$ cat config.mk
export PLATFORM = sky130hd
export DESIGN_NAME = scg_readap_brst
export DESIGN_NICKNAME = d
export VERILOG_FILES = /design/src/rtl/scg_pkg.sv /design/src/rtl/scg_cnt.sv /design/src/rtl/scg_readap_brst.sv
export SDC_FILE = /design/constraint.sdc
export NUM_CORES = 1
export LEC_CHECK = 0
export BUFFER_PORTS_ARGS = -buffer_cell sky130_fd_sc_hd__buf_2
export CAP_MARGIN = 15
export CORE_MARGIN = 5
export CORE_UTILIZATION = 23
export DETAILED_ROUTE_END_ITERATION = 10
export PLACE_DENSITY = 0.53
export SYNTH_ARGS = -nofsm -noshare
export SYNTH_HDL_FRONTEND = slang
export SYNTH_HIERARCHICAL = 1
export SYNTH_SLANG_ARGS = --single-unit
$ cat constraint.sdc
create_clock -name clk -period 1.7 [get_ports clk]
set_input_delay 0.17 -clock clk [delete_from_list [all_inputs] [get_ports clk]]
set_output_delay 0.17 -clock clk [all_outputs]
set_load 0.03 [all_outputs]
$ cat src/rtl/scg_pkg.sv
// Shared SDRAM command-generator package.
// Holds the command codes, the sequencer state enum and the cycle-counter
// width used by the read and write generators.
package scg_pkg;

    localparam logic [3:0] CMD_NOP     = 4'd0;
    localparam logic [3:0] CMD_READ_AP = 4'd5;

    // Wide enough for the longest precharge recovery (7 cycles).
    localparam int CNT_W = 3;

    typedef enum logic [2:0] {
        ST_IDLE  = 3'd0,
        ST_CMD   = 3'd1,
        ST_LAT   = 3'd2,
        ST_CAP   = 3'd3,
        ST_RECOV = 3'd4,
        ST_DONE  = 3'd5
    } scg_state_e;

endpackage

$ cat src/rtl/scg_cnt.sv
// Loadable down-counter with zero flag, shared by the LAT and RECOV phases.
// Ports:
//   clk, rst   - clock, synchronous active-high reset
//   i_load     - load i_val (takes priority over i_dec)
//   i_val      - load value
//   i_dec      - decrement by one
//   o_zero     - counter is zero
module scg_cnt #(
    parameter int W = 3
) (
    input  logic         clk,
    input  logic         rst,
    input  logic         i_load,
    input  logic [W-1:0] i_val,
    input  logic         i_dec,
    output logic         o_zero
);

    logic [W-1:0] r_cnt;

    always_ff @(posedge clk) begin
        if (rst)         r_cnt <= '0;
        else if (i_load) r_cnt <= i_val;
        else if (i_dec)  r_cnt <= r_cnt - 1'b1;
    end

    assign o_zero = (r_cnt == '0);

endmodule

$ cat src/rtl/scg_readap_brst.sv
// SDRAM READ-with-auto-precharge burst sequencer (burst length 4).
// Issues one READ_AP command, waits out CAS latency, captures four data
// words into rdata/line, waits precharge recovery, then raises done and
// holds it until start is released.
// Ports:
//   clk, rst  - clock, synchronous active-high reset
//   start     - level request, held until done
//   dq_in     - SDRAM read data
//   done      - sequence complete (held while start is high)
//   chip      - chip-select window (CMD, LAT, CAP)
//   command   - SDRAM command code
//   rdata     - last captured word; rindex its burst position
//   rvalid    - one-cycle strobe per captured word
//   line      - assembled burst, word k at [k*DATA_W +: DATA_W]
module scg_readap_brst
    import scg_pkg::*;
#(
    parameter int CAS_LAT = 2,
    parameter int TRP_CYC = 2,
    parameter int DATA_W  = 16
) (
    input  logic                  clk,
    input  logic                  rst,
    input  logic                  start,
    input  logic [DATA_W-1:0]     dq_in,
    output logic                  done,
    output logic                  chip,
    output logic [3:0]            command,
    output logic [DATA_W-1:0]     rdata,
    output logic                  rvalid,
    output logic [1:0]            rindex,
    output logic [4*DATA_W-1:0]   line
);

    // Counter holds "cycles remaining after this one", so a phase of N
    // cycles loads N-1. LAT lasts CAS_LAT-1 cycles, hence CAS_LAT-2.
    localparam logic [CNT_W-1:0] LAT_LOAD   = CNT_W'((CAS_LAT > 1) ? CAS_LAT - 2 : 0);
    localparam logic [CNT_W-1:0] RECOV_LOAD = CNT_W'(TRP_CYC - 1);

    scg_state_e                r_state;
    logic [1:0]                r_widx;
    logic [3:0][DATA_W-1:0]    r_line;
    logic                      r_done;
    logic                      r_chip;
    logic [3:0]                r_cmd;
    logic [DATA_W-1:0]         r_rdata;
    logic                      r_rvalid;
    logic [1:0]                r_rindex;

    logic                      w_load;
    logic [CNT_W-1:0]          w_load_val;
    logic                      w_dec;
    logic                      w_cnt_zero;

    // LAT is loaded on leaving CMD, RECOV on the last capture cycle.
    always_comb begin
        w_load     = (r_state == ST_CMD) || (r_state == ST_CAP && r_widx == 2'd3);
        w_load_val = (r_state == ST_CMD) ? LAT_LOAD : RECOV_LOAD;
        w_dec      = (r_state == ST_LAT || r_state == ST_RECOV) && !w_cnt_zero;
    end

    scg_cnt #(.W(CNT_W)) u_cnt (
        .clk    (clk),
        .rst    (rst),
        .i_load (w_load),
        .i_val  (w_load_val),
        .i_dec  (w_dec),
        .o_zero (w_cnt_zero)
    );

    // Outputs are registered on the transition into the state that owns
    // them, so nothing downstream sees a combinational path from start.
    always_ff @(posedge clk) begin
        if (rst) begin
            r_state  <= ST_IDLE;
            r_widx   <= '0;
            r_line   <= '0;
            r_done   <= 1'b0;
            r_chip   <= 1'b0;
            r_cmd    <= CMD_NOP;
            r_rdata  <= '0;
            r_rvalid <= 1'b0;
            r_rindex <= '0;
        end else begin
            r_rvalid <= 1'b0;
            case (r_state)
                ST_IDLE: begin
                    if (start) begin
                        r_state <= ST_CMD;
                        r_chip  <= 1'b1;
                        r_cmd   <= CMD_READ_AP;
                    end
                end
                ST_CMD: begin
                    r_cmd   <= CMD_NOP;
                    r_state <= (CAS_LAT > 1) ? ST_LAT : ST_CAP;
                end
                ST_LAT: begin
                    if (w_cnt_zero) r_state <= ST_CAP;
                end
                ST_CAP: begin
                    r_line[r_widx] <= dq_in;
                    r_rdata        <= dq_in;
                    r_rindex       <= r_widx;
                    r_rvalid       <= 1'b1;
                    r_widx         <= r_widx + 2'd1;  // wraps to 0 for next burst
                    if (r_widx == 2'd3) begin
                        r_state <= ST_RECOV;
                        r_chip  <= 1'b0;
                    end
                end
                ST_RECOV: begin
                    if (w_cnt_zero) begin
                        r_state <= ST_DONE;
                        r_done  <= 1'b1;
                    end
                end
                ST_DONE: begin
                    if (!start) begin
                        r_state <= ST_IDLE;
                        r_done  <= 1'b0;
                    end
                end
                default: r_state <= ST_IDLE;
            endcase
        end
    end

    assign done    = r_done;
    assign chip    = r_chip;
    assign command = r_cmd;
    assign rdata   = r_rdata;
    assign rvalid  = r_rvalid;
    assign rindex  = r_rindex;
    assign line    = r_line;

endmodule

Word-level counts from Yosys, hierarchy flattened:

Cells that the tools add are included.
Widths: inputs -> output; s select.

* register bits after elaboration: 97
* input port bits: 19
* output and inout port bits: 89
* logic and storage cells: 65

* add/subtract/negate cells: 2
* order comparisons: 2
* equality and inequality tests: 11
* mux-type cells: 21
* reductions and logical operators: 16

Operator list (count)
* $bwmux 64: 1
* $demux 16 s2: 1
* $mux 3: 7
* $pmux 3 s6: 1
* $mux 16: 1
* $ne 2x2->1 const B: 4
* $pmux 4 s2: 1
* $reduce_bool 2->1: 4
* $eq 3x2->1 const B: 2
* $eq 3x3->1 const B: 2
* $logic_not 3->1: 2
* $mux 1: 6
* $reduce_and 3->1: 2
* $reduce_and 5->1: 1
* $mux 4: 1
* $pmux 1 s2: 2
* $eq 3x1->1 const B: 1
* $logic_and 1x1->1: 3
* $lt 2x3->1 const B: 1
* $sub 3x1->3 const B: 1
* $add 2x1->2 const B: 1
* $eq 2x2->1 const B: 1
* $ge 2x1->1 const B: 1
* $logic_or 1x1->1: 2
* 3 further kinds: 3

Longest topological paths before layout:

* depth in word-level cells: 5
* depth in mapped cells: 7
* mapped depth without buffers: 6

Cells and area by module:

Netlist, hierarchy kept.

Modules (own cells, without submodules)
* scg_readap_brst: times used 1, cells each 426, area an instance 3517.1 µm², seq. area each 1821.7 µm²
* scg_cnt: times used 1, cells each 21, area an instance 183.9 µm², seq. area each 60.1 µm²

Least setup slack after synthesis:

Ideal clock, no wire load.

* path type: reg-to-reg
* start point: reg r_widx[0]
* end point: reg u_cnt.r_cnt[2]
* library setup time: 0.088 ns
* arrival: 1.527 ns
* data required time: 1.612 ns
* setup slack: 0.085 ns
* stages on the path, launching flop included: 7
* path buffers: 1
* period minus slack after synthesis: 1.615 ns
* cell sequence: dfxtp_1 > ha_1 > nand4b_2 > buf_2 > nand2_1 > or2_1 > o32ai_2

* longest elaborated chain between the ends: 4
* elaborated cells between the ends (all ways): 5
* classes of those cells: eq/ne (1); mux (1); reduce/logical (3)

Ends and longest elaborated chain
* start: declaration: RTL line scg_readap_brst.sv:41 `logic [1:0] r_widx;`
* start signal: assignment: RTL line scg_readap_brst.sv:106 `r_widx <= r_widx + 2'd1;`
* $eq 2x2->1 *: RTL line scg_readap_brst.sv:57 `w_load = (r_state == ST_CMD) || (r_state == ST_CAP && r_widx == 2'd3);`
* $logic_and 1x1->1 *: RTL line scg_readap_brst.sv:57
* $logic_or 1x1->1 *: RTL line scg_readap_brst.sv:57
* net w_load: RTL line scg_readap_brst.sv:50 `logic w_load;`
* $mux 3 or $reduce_bool 2->1 (tied branches)
* end signal: assignment: RTL line scg_cnt.sv:23 `else if (i_load) r_cnt <= i_val;`
* end signal: assignment: RTL line scg_cnt.sv:24 `else if (i_dec) r_cnt <= r_cnt - 1'b1;`
* end: declaration: RTL line scg_cnt.sv:19 `logic [W-1:0] r_cnt;`

The timed path passes the listed nets; every way through them passes the cells marked *.
A chain may end at the register's enable or synchronous reset.

Final worst setup path:

* start point: reg u_cnt.r_cnt[0]
* end point: reg u_cnt.r_cnt[0]

* longest elaborated chain between the ends: 4
* elaborated cells between the ends (all ways): 7
* classes of those cells: add/sub (1); mux (2); reduce/logical (4)

Ends and longest elaborated chain
* $logic_not 3->1: RTL line scg_cnt.sv:27 `assign o_zero = (r_cnt == '0);`
* net w_cnt_zero: RTL line scg_readap_brst.sv:53 `logic w_cnt_zero;`
* $logic_not 1->1: RTL line scg_readap_brst.sv:59 `w_dec = (r_state == ST_LAT || r_state == ST_RECOV) && !w_cnt_zero;`
* $logic_and 1x1->1: RTL line scg_readap_brst.sv:59
* net w_dec: RTL line scg_readap_brst.sv:52 `logic w_dec;`
* $reduce_bool 2->1 (no line)

The timed path passes the listed nets, and every way through them passes these cells. The select of a mux whose other input is x is not followed.

==> impl_metrics.env <==
export IMPL_grt_busiest_layer="met2"
export IMPL_hp_class="in2reg"
export IMPL_grt_pass1_vias=3148
export IMPL_ir_drop_mv=0.4283
export IMPL_rows=46
export IMPL_antenna_found_initial=0
export IMPL_status="completed"
export IMPL_stdcell_count=775
export IMPL_hold_viol=0
export IMPL_synth_area_leader_cell="dfxtp_1"
export IMPL_antenna_cells=0
export IMPL_cts_tree="built"
export IMPL_cellPowerDensity_nw_per_um2=1023
export IMPL_vias=3334
export IMPL_cts_root_buf="clkbuf_16"
export IMPL_final_min_clock_period_ns=1.585
export IMPL_final_util_pct=30.27
export IMPL_crit_required_ns=1.96
export IMPL_dp_cells=759
export IMPL_cts_clk_slew_worst_paths_ns=0.07
export IMPL_via_per_inst=4.302
export IMPL_clk_path_buf_depth=2
export IMPL_fmaxAchievable_mhz=630.9
export IMPL_wl_per_cell_um=14.63
export IMPL_combPwrFrac_pct=10.4
export IMPL_synth_top_area_share_pct=50.85
export IMPL_yosysSeqAreaShare_pct=50.85
export IMPL_setup_viol=0
export IMPL_end_kind="flip-flop"
export IMPL_drive_gt1_share_pct=28.62
export IMPL_io_pins=108
export IMPL_slew_headroom_pct=60.41
export IMPL_die_h_um=136.9
export IMPL_seq_power_share_pct=47.1
export IMPL_worstMarginPinSlew_ns=0.5939
export IMPL_drt_initial_drc_count=128
export IMPL_finalCritPeriodShare_pct=93.23
export IMPL_synth_area_leaders="dfxtp_1, nand2_1, a21oi_1, buf_6, buf_4"
export IMPL_finalSetupTns_ns=0
export IMPL_power_frac_clock_pct=42.6
export IMPL_crit_fanout=5
export IMPL_initial_core_util_pct=23.38
export IMPL_grt_pass1_wl_mm=17.38
export IMPL_fin_nets=579
export IMPL_grt_max_degree=52
export IMPL_swShare_pct=25.46
export IMPL_h_tree_depth=3
export IMPL_p_leak_uw=0.001996
export IMPL_use_met1_pct=16.10
export IMPL_place_gp_congestion=0.7828
export IMPL_drv_slew=0
export IMPL_syn_avg_cell_area_um2=8.280
export IMPL_area_growth_pct=29.45
export IMPL_clock_skew_ns=0.006212
export IMPL_antenna_left=0
export IMPL_post_cts_resized=0
export IMPL_netlist_area_um2=3701
export IMPL_synth_cells=447
export IMPL_wirelength_mm=11.34
export IMPL_insertion_delay_ns=0.34
export IMPL_die_area_um2=18730
export IMPL_timing_hold_ws_ns=0.1243
export IMPL_grt_ovfl_total=0
export IMPL_ys_ff_latch=94
export IMPL_first_pass_iters=5
export IMPL_p_int_uw=3654
export IMPL_grt_usage_pct=12.32
export IMPL_io_buffers=105
export IMPL_hpwl_mm=8.278
export IMPL_p_switching_uw=1248
export IMPL_cp_start_kind="flip-flop"
export IMPL_crit_type="reg2reg"
export IMPL_core_area_um2=15830
export IMPL_rsz0062_at_grt="no"
export IMPL_ys_types=35
export IMPL_clock_sinks=94
export IMPL_grt_use_met3_pct=3.346
export IMPL_cts_buffers=9
export IMPL_yosys_warnings=6
export IMPL_maxCapViolations=0
export IMPL_grt_util_met2_pct=19.85
export IMPL_post_cts_setup_buffers=0
export IMPL_drc=0
export IMPL_cp_arrival_ns=1.84
export IMPL_holdBufCountCts=0
export IMPL_die_width_um=136.9
synthesized netlist by cell type, drive strengths merged:
cell,instances
o32ai,2
and4b,4
nand3b,1
a211oi,3
nand4b,4
and2b,1
and3b,1
a311oi,1
and2,2
o31ai,1
nor3b,3
nor3,2
o21bai,1
nor2b,3
conb,1
nand2,173
buf,25
a21oi,87
nor2,6
mux2i,1
ha,6
o21ai,3
clkbuf,10
or2,1
mux2,1
xnor2,2
inv,8
dfxtp,94
worst max-delay path, cell delays in order, from the launching register on:
cell      delay (ns)
dfxtp_1         0.35
inv_1           0.06
ha_1            0.20
ha_1            0.24
nor3_2          0.18
buf_4           0.15
xnor2_1         0.08
a211oi_2        0.23
power groups by stage:
stage | sequential [µW] | combinational [µW] | clock, µW
4_1_cts | 2310 | 505 | 2160
6_report | 2310 | 508 | 2090
3_3_place_gp | 2350 | 487 | 0
5_1_grt | 2320 | 561 | 2250
2_1_floorplan | 2390 | 286 | 0
3_5_place_dp | 2360 | 500 | 0
cells by family after synthesis:
| logic type | share of synthesized area, % |
|---|---|
| compound gates | 14.60 |
| simple gates | 23.60 |
| flops | 50.85 |
| other cells | 0.1013 |
| mux | 0.5747 |
| xor+xnor | 0.4734 |
| fa+ha+maj | 2.028 |
| buf+inv | 7.776 |
layout by cell type (no fill, tap or decap), drive strengths merged, types with 3 or more instances in the layout:
cell	instances
o21ai	3
clkbuf	11
dfxtp	94
and4b	4
clkinvlp	3
nor2b	3
a211oi	3
buf	128
ha	6
conb	4
nand4b	4
inv	8
a21oi	87
nand2	173
nor3b	3
nor2	6
state kept, by name, summed over array words and instances (netlist names), 2 cells and up:
| signal | count |
|---|---|
| line | 64 |
| rdata | 16 |
| r_state | 3 |
| u_cnt/r_cnt | 3 |
| r_widx | 2 |
| rindex | 2 |
routing by layer:
| layer | wire length (µm) | vias up |
|---|---|---|
| met5 | 0 | - |
| li1 | - | 1659 |
| met4 | 135 | 0 |
| met3 | 688 | 10 |
| met1 | 5136 | 1573 |
| met2 | 5378 | 92 |
worst paths after layout:
path                               startpoint                     endpoint  slack, ns  cells after the start
setup / recovery  u_cnt/r_cnt[0]$_SDFFE_PP0P_  u_cnt/r_cnt[0]$_SDFFE_PP0P_       0.12                      7
hold / removal                      dq_in[10]       rdata[10]$_SDFFE_PP0P_       0.12                      3
setup reg to reg  u_cnt/r_cnt[0]$_SDFFE_PP0P_  u_cnt/r_cnt[0]$_SDFFE_PP0P_       0.12                      7
hold reg to reg         line[57]$_SDFFE_PP0P_        line[57]$_SDFFE_PP0P_       0.45                      2
cell type report:
cell class / count / area (µm²)
clock buffer: 11 / 252.7
clock inverter: 5 / 57.56
fill: 1669 / 11040
inverter: 8 / 30.03
multi-input combinational: 313 / 1560
sequential: 94 / 1882
tap: 216 / 270.3
timing repair buffer: 128 / 738.2
stage by stage:
step	cell area, µm²	worst slack, ns	power, µW
floorplan	3712	0.08520	2680
global placement	4463	0.2282	2841
detailed placement	4463	0.1169	2857
CTS	4773	0.08640	4974
global route	4791	0.02268	5126
finish	4791	0.1151	4902
Note: power is estimated with default switching activity, not from simulation.
